File: src/rtl/audio_rate_pkg.sv
// Shared playback-rate constants and handshake state type, common to the speed
// controller and the sample tick generator so both ends agree on divisor limits.
package audio_rate_pkg;

    localparam int unsigned DEF_DIV = 2273;
    localparam int unsigned MIN_DIV = 1136;
    localparam int unsigned MAX_DIV = 12600;

    typedef enum logic {
        IDLE = 1'b0,
        REQ  = 1'b1
    } hs_state_e;

endpackage

File: src/rtl/sample_tick_gen_if.sv
// Tick / request / acknowledge handshake between the tick generator (master)
// and the audio sample reader (slave).
interface sample_tick_gen_if;

    logic sample_tick;
    logic sample_req;
    logic sample_ack;

    modport master (
        output sample_tick,
        output sample_req,
        input  sample_ack
    );

    modport slave (
        input  sample_tick,
        input  sample_req,
        output sample_ack
    );

endinterface

File: src/rtl/rate_clamp.sv
// Registers the requested divisor every cycle, clamped to the accepted
// [MIN_DIV, MAX_DIV] range using an unsigned full-width compare.
module rate_clamp
    import audio_rate_pkg::*;
#(
    parameter int unsigned DIV_W = 32
) (
    input  logic             clk,
    input  logic             rst,
    input  logic [DIV_W-1:0] speed_i,
    output logic [DIV_W-1:0] div_o
);

    localparam logic [DIV_W-1:0] LO_DIV  = DIV_W'(MIN_DIV);
    localparam logic [DIV_W-1:0] HI_DIV  = DIV_W'(MAX_DIV);
    localparam logic [DIV_W-1:0] RST_DIV = DIV_W'(DEF_DIV);

    logic [DIV_W-1:0] div_q;
    logic [DIV_W-1:0] div_d;

    always_comb begin
        div_d = speed_i;
        if (speed_i < LO_DIV) begin
            div_d = LO_DIV;
        end else if (speed_i > HI_DIV) begin
            div_d = HI_DIV;
        end
    end

    always_ff @(posedge clk) begin
        if (rst) begin
            div_q <= RST_DIV;
        end else begin
            div_q <= div_d;
        end
    end

    assign div_o = div_q;

endmodule

File: src/rtl/sample_tick_gen.sv
// Divides clk down to one sample_tick per period of the active divisor and
// runs a req/ack handshake to the sample reader, counting overruns.
module sample_tick_gen
    import audio_rate_pkg::*;
#(
    parameter int unsigned DIV_W = 32,
    parameter int unsigned OVR_W = 8
) (
    input  logic              clk,
    input  logic              rst,
    input  logic [DIV_W-1:0]  speed_freq,
    input  logic              enable,
    sample_tick_gen_if.master hs,
    output logic [DIV_W-1:0]  active_div,
    output logic              overrun,
    output logic [OVR_W-1:0]  overrun_cnt
);

    localparam logic [DIV_W-1:0] RST_DIV = DIV_W'(DEF_DIV);

    logic [DIV_W-1:0] clamp_div;
    logic [DIV_W-1:0] cnt_q,        cnt_d;
    logic [DIV_W-1:0] active_div_q, active_div_d;
    logic             tick_q,       tick_d;
    logic             overrun_q,    overrun_d;
    logic [OVR_W-1:0] ovr_cnt_q,    ovr_cnt_d;
    hs_state_e        state_q,      state_d;
    logic             wrap;

    rate_clamp #(
        .DIV_W (DIV_W)
    ) u_clamp (
        .clk     (clk),
        .rst     (rst),
        .speed_i (speed_freq),
        .div_o   (clamp_div)
    );

    // The last cycle of a period; the tick, the new divisor and the
    // handshake decision all take effect on the edge that ends it.
    assign wrap = enable && (cnt_q == active_div_q - DIV_W'(1));

    always_comb begin
        cnt_d        = cnt_q;
        active_div_d = active_div_q;
        tick_d       = 1'b0;
        if (wrap) begin
            cnt_d        = '0;
            tick_d       = 1'b1;
            active_div_d = clamp_div;
        end else if (enable) begin
            cnt_d = cnt_q + DIV_W'(1);
        end
    end

    always_comb begin
        state_d   = state_q;
        overrun_d = 1'b0;
        ovr_cnt_d = ovr_cnt_q;
        case (state_q)
            IDLE: begin
                if (wrap) begin
                    state_d = REQ;
                end
            end
            REQ: begin
                if (wrap) begin
                    if (!hs.sample_ack) begin
                        overrun_d = 1'b1;
                        if (ovr_cnt_q != '1) begin
                            ovr_cnt_d = ovr_cnt_q + OVR_W'(1);
                        end
                    end
                end else if (hs.sample_ack) begin
                    state_d = IDLE;
                end
            end
            default: state_d = IDLE;
        endcase
    end

    always_ff @(posedge clk) begin
        if (rst) begin
            cnt_q        <= '0;
            active_div_q <= RST_DIV;
            tick_q       <= 1'b0;
            overrun_q    <= 1'b0;
            ovr_cnt_q    <= '0;
            state_q      <= IDLE;
        end else begin
            cnt_q        <= cnt_d;
            active_div_q <= active_div_d;
            tick_q       <= tick_d;
            overrun_q    <= overrun_d;
            ovr_cnt_q    <= ovr_cnt_d;
            state_q      <= state_d;
        end
    end

    assign hs.sample_tick = tick_q;
    assign hs.sample_req  = (state_q == REQ);
    assign active_div     = active_div_q;
    assign overrun        = overrun_q;
    assign overrun_cnt    = ovr_cnt_q;

endmodule

File: src/flat_wrapper.sv
// flat-port wrapper written by rule: the top's interface ports become plain ports
module sample_tick_gen_flat import audio_rate_pkg::*;
#(
    parameter int unsigned DIV_W = 32,
    parameter int unsigned OVR_W = 8
)
  (clk, rst, speed_freq, enable, active_div, overrun, overrun_cnt, hs_sample_tick, hs_sample_req, hs_sample_ack);
  sample_tick_gen_if hs_i ();
  input  logic clk;
  input  logic rst;
  input  logic [DIV_W-1:0] speed_freq;
  input  logic enable;
  output logic [DIV_W-1:0] active_div;
  output logic overrun;
  output logic [OVR_W-1:0] overrun_cnt;
  output wire logic [$bits(hs_i.sample_tick)-1:0] hs_sample_tick;
  output wire logic [$bits(hs_i.sample_req)-1:0] hs_sample_req;
  input wire logic [$bits(hs_i.sample_ack)-1:0] hs_sample_ack;
  assign hs_sample_tick = hs_i.sample_tick;
  assign hs_sample_req = hs_i.sample_req;
  assign hs_i.sample_ack = hs_sample_ack;
  sample_tick_gen #(.DIV_W(DIV_W), .OVR_W(OVR_W)) u_core (.clk(clk), .rst(rst), .speed_freq(speed_freq), .enable(enable), .hs(hs_i), .active_div(active_div), .overrun(overrun), .overrun_cnt(overrun_cnt));
endmodule
File: config.mk
export PLATFORM = sky130hd
export DESIGN_NAME = sample_tick_gen_flat
export DESIGN_NICKNAME = d
export VERILOG_FILES = /design/src/rtl/audio_rate_pkg.sv /design/src/rtl/sample_tick_gen_if.sv /design/src/rtl/rate_clamp.sv /design/src/rtl/sample_tick_gen.sv /design/src/flat_wrapper.sv
export SDC_FILE = /design/constraint.sdc
export NUM_CORES = 1
export LEC_CHECK = 0
export CORE_ASPECT_RATIO = 0.9
export CORE_UTILIZATION = 58
export DETAILED_ROUTE_END_ITERATION = 8
export PLACE_DENSITY = 0.89
export SYNTH_ARGS = -nofsm -noshare
export SYNTH_HDL_FRONTEND = slang
export SYNTH_HIERARCHICAL = 1
export SYNTH_SLANG_ARGS = --single-unit
File: constraint.sdc
create_clock -name clk -period 8.4 [get_ports clk]
set_clock_uncertainty 0.1 [all_clocks]
set_input_delay 1.68 -clock clk [delete_from_list [all_inputs] [get_ports clk]]
set_output_delay 1.68 -clock clk [all_outputs]
set_load 0.01 [all_outputs]
# ---- Word-level counts from Yosys, hierarchy flattened
# Cells that the tools add are included.
dict set report totals {
  reg_bits 107
  in_bits 36
  out_inout_bits 43
  wordCells 31
}
dict set report classes {
  n_addsub 3
  order_cmp 2
  eq_ne 2
  n_mux 6
  bitwise_logic 3
  n_reduce_logical 6
}
# operator count
set ops {}
lappend ops {{$add A32 B1 Y32 const B} 1}
lappend ops {{$eq A32 B32 Y1} 1}
lappend ops {{$gt A32 B14 Y1 const B} 1}
lappend ops {{$lt A32 B11 Y1 const B} 1}
lappend ops {{$sub A32 B1 Y32 const B} 1}
lappend ops {{$mux W14} 1}
lappend ops {{$mux W12} 1}
lappend ops {{$add A8 B1 Y8 const B} 1}
lappend ops {{$ne A8 B8 Y1 const B} 1}
lappend ops {{$reduce_or A3 Y1} 2}
lappend ops {{$reduce_and A4 Y1} 1}
lappend ops {{$reduce_or A2 Y1} 2}
lappend ops {{$mux W1} 3}
lappend ops {{$not A1 Y1} 3}
lappend ops {{$pmux W1 S2} 1}
lappend ops {{$logic_and A1 B1 Y1} 1}

# ---- Logic depth before layout (Yosys ltp)
dict set report logic_depth {
  depth_word 5
  depth_mapped 14
  ltp_nobuf 11
}

# ---- Cells and area by module
# The synthesis kept the hierarchy.
# module instances cells_each area_each_um2 seq_area_each_um2
set by_module_without_submodules {}
lappend by_module_without_submodules {sample_tick_gen 1 506 4237.8 1501.4}
lappend by_module_without_submodules {rate_clamp 1 80 963.4 640.6}

# ---- Worst setup path after synthesis
# No wires, ideal clock.
dict set report synth_path {
  kind {input to register}
  start {input enable}
  end {register u_core.active_div_q[14], in the netlist u_core/active_div[14]}
  arrival_ns 4.017
  setup_slack_ns 4.155
  cell_stages 11
  path_cell_list {nand3_1 -> or4b_2 -> nor4_1 -> and4bb_1 -> nand4_1 -> or4_1 -> buf_2 -> buf_2 -> buf_2 -> mux2i_1 -> nor2_1}
}
dict set report synth_via {
  elab_chain_len 1
}
# element line
set synth_lines {}
lappend synth_lines {{start, declared} flat_wrapper.sv:12} ;# input logic enable;
lappend synth_lines {{$logic_and A1 B1 Y1} sample_tick_gen.sv:41} ;# assign wrap = enable && (cnt_q == active_div_q - DIV_W'(1));
lappend synth_lines {{end signal, assigned} sample_tick_gen.sv:92} ;# active_div_q <= active_div_d;
lappend synth_lines {{end, declared} sample_tick_gen.sv:23} ;# logic [DIV_W-1:0] active_div_q, active_div_d;
# Every way passes these cells.
# A chain may end at the register's enable or synchronous reset.

# ---- Worst setup path in the final report
dict set report layout_path {
  start {input enable}
  end {register u_core.cnt_q[26]}
}
dict set report layout_via {
  elab_chain_len 2
}
# element line
set layout_lines {}
lappend layout_lines {{$logic_and A1 B1 Y1} sample_tick_gen.sv:41}
lappend layout_lines {{$reduce_or A2 Y1 (no source line)} -}
lappend layout_lines {{end signal, assigned} sample_tick_gen.sv:91} ;# cnt_q <= cnt_d;
lappend layout_lines {{end, declared} sample_tick_gen.sv:22} ;# logic [DIV_W-1:0] cnt_q, cnt_d;
# Parallel ways exist; a longest one is shown, timed or not.

==> impl_metrics.csv <==
group,metric,value,unit
outcome,status,"complete, no violations",
worst_setup_path,required,8530,ps
yosys,yosysUniqueCellTypes,57,
yosys,synth_edf_count,0,
placed_design,io_buffers,78,
timing,relSlewSlack,0.292,
floorplan,core_area,8650,um^2
timing,finalHoldViolations,0,
global_route,grt_pass1_vias,4462,
yosys,synthArstFlopShare,0,
power_and_ir_drop,ir_drop,0.0990,mV
floorplan,die-area,9350,um^2
yosys,yosysTopAreaCell,"dfxtp_1",
worst_hold_path,worstHoldStart,"u_core/u_clamp/div_o[5]",
clocking,cts_tree,"yes",
yosys,netlist_instances,586,
clocking,cts_hold_buffers,0,
timing,rsz0062_at_grt,"no",
routing,wl_met2,5.98,mm
worst_setup_path,reg2reg_depth,10,
clocking,cts_buffer_depth,2,
routing,viasPerCell,5.85,
timing,finalSetupTns,0,ps
clocking,cts.reportedPaths.clkPinSlew,120,ps
yosys,synth_top_area_share,0.412,
routing,top_layer,"met4",
final_layout,layout-drive-gt1-share,0.0547,
worst_setup_path,crit_chain,"clkdlybuf4s50_1, nand3_1, or4b_2, nor4_1, and4bb_1, nand4_1, or4_2, buf_4, nand2_1, nor2_1",
timing,finalSetupViolCount,0,
yosys,syn_area_per_cell,8.88,um^2
yosys,synth-seq-area-share,0.412,
worst_setup_path,crit_path_start_kind,"input pin",
placed_design,dpl_cell_area,6120,um^2
final_layout,fin_nets,711,
yosys,ys_top_cells_by_count,"107 x dfxtp_1, 88 x nor2_1, 39 x xnor2_1",
yosys,synth_ff_type,"dfxtp_1",
routing,drt-initial-drc-count,331,
global_route,globalRouteTotalUtil,0.290,
routing,wl_met1,5.81,mm
clocking,cts.sinks,107,
yosys,synth_area_leaders,"dfxtp_1 41%, xnor2_1 6.6%, mux2i_1 6.5%",
routing,final_antenna_net_count,0,
floorplan,ios,79,
routing,wl_met3,985,um
floorplan,row_count,32,
placed_design,place_congestion,0.930,
worst_hold_path,whs_path_depth,2,
final_layout,syn2layout_area_growth,21.9,%
worst_setup_path,rr_endpoint,"u_core/cnt_q[26]",
worst_setup_path,cp_max_fo,45,
timing,worst_slew_pin_slew,1060,ps
routing,post_drt_wl_per_cell,16.4,um
routing,drc,0,
global_route,grt_max_degree,51,
worst_setup_path,arrival,5610,ps
yosys,ys_warn_count,6,
placed_design,hpwl,9.59,mm
routing,routed_wl,13.0,mm
clocking,cts_resized,0,
timing,fmax,183,MHz
global_route,antenna_found_initial,0,
clocking,worstSkewPairLatency,380,ps
worst_setup_path,slowest_stage,"nand2_1",
clocking,cts-root-buf,"clkbuf_8",
global_route,grt_overflow_total,0,
worst_hold_path,min_to,"u_core/active_div[5]",
floorplan,die_w,102,um
worst_setup_path,critPathMaxStageDelay,860,ps
yosys,synth_area,5200,um^2
worst_setup_path,cp-startpoint,"enable",
power_and_ir_drop,p_leak,2.55,nW
final_layout,insertedDiodeCount,0,
power_and_ir_drop,powerDensity,141,nW/um^2
floorplan,floorplan.initialDensity,0.601,
worst_setup_path,r2r_setup_slack,3120,ps
worst_setup_path,end_kind,"flip-flop",
routing,num_vias,4655,
clocking,cts_buffers,9,
yosys,yosysMostFrequentCell,"dfxtp_1",
clocking,post_cts_buffers,0,
final_layout,design_area,6340,um^2
global_route,grt_pass1_wl,21.2,mm
timing,drv_slew,0,
worst_setup_path,r2r_start,"u_core/active_div[5]",
worst_setup_path,setup.worst_path.class,"input pin to flip-flop",
clocking,htreeDepth,3,
routing,first_pass_iters,6,
floorplan,fp.dieH,91.8,um
worst_hold_path,hold_class,"flip-flop to flip-flop",
yosys,ys_seq_elements,107,
timing,final.period_utilization,0.652,
flow_run,maxCapViolCount,0,
timing,fin_crit,5480,ps
layout make-up:
type | count | area [um^2]
Sequential cell | 107 | 2140
Clock inverter | 7 | 98.8
Clock buffer | 9 | 124
Fill cell | 690 | 2310
Tap cell | 119 | 149
Multi-Input combinational cell | 464 | 3000
Timing Repair Buffer | 80 | 791
Inverter | 10 | 37.5
worst max path at each step:
stage,end
after global routing,u_core/cnt_q[30]
after CTS,u_core/cnt_q[26]
after detailed placement,u_core/cnt_q[30]
final,u_core/cnt_q[26]
after floorplan,u_core/active_div[14]
after global placement,u_core/cnt_q[28]
cells by family after synthesis:
logic type	after synthesis	share of synthesized area
and+or+nand+nor	273	0.279
DFF	107	0.412
xor gates and xnor gates	75	0.126
AOI/OAI and AO/OA	59	0.0811
muxes	36	0.0698
buffers and inverters	32	0.0241
adders and majority gates	3	0.00722
other	1	0.000721
critical path: cells and delay by family:
family | cells | cell delay (ps)
AND/OR/NAND/NOR | 8 | 2950
buffers and inverters | 2 | 940
stage by stage:
| stage | cells | setup slack, ps | hold slack [ps] | util | total power, mW |
|---|---|---|---|---|---|
| after global placement | 780 | 2640 | 323 | 0.707 | 0.566 |
| final | 796 | 2920 | 352 | 0.733 | 0.891 |
| after CTS | 796 | 2960 | 355 | 0.733 | 0.900 |
| after global routing | 796 | 2700 | 379 | 0.733 | 0.922 |
| after detailed placement | 780 | 2540 | 331 | 0.707 | 0.567 |
| after floorplan | 603 | 4160 | 318 | - | 0.545 |
cells in the final DEF (no fill, tap or decap), types with 9 or more instances in the layout:
cell type | netlist | layout
inv_1 | 10 | 10
xnor2_1 | 39 | 39
mux2i_1 | 34 | 34
clkdlybuf4s50_1 | 0 | 77
clkbuf_8 | 0 | 9
a21oi_1 | 17 | 17
xor2_1 | 36 | 36
and3_1 | 11 | 11
nor3_1 | 21 | 21
dfxtp_1 | 107 | 107
nand3_1 | 19 | 19
nand4_1 | 17 | 17
nor2_1 | 88 | 88
nand2_1 | 35 | 35
or3_1 | 12 | 12
nor4_1 | 21 | 21
conb_1 | 1 | 18
state kept, by name, indices dropped and copies added, names as in the netlist:
register	count
u_core/overrun	1
u_core/u_clamp/div_o	32
u_core/overrun_cnt	8
u_core/cnt_q	32
u_core/active_div	32
u_core/hs.sample_req	1
u_core/hs.sample_tick	1
routing by layer:
metal  vias up  GRT usage
met1      2170      0.392
met3        25     0.0534
li1       2237          -
met2       223      0.459
met5         -          0
met4         0      0.106
where the power goes:
group / leakage [nW] / internal (mW) / switching (mW)
sequential: 0.872 / 0.515 / 0.00336
combinational: 1.57 / 0.0202 / 0.0178
clock: 0.109 / 0.125 / 0.209
No activity file was read; power rests on OpenSTA's default activity.
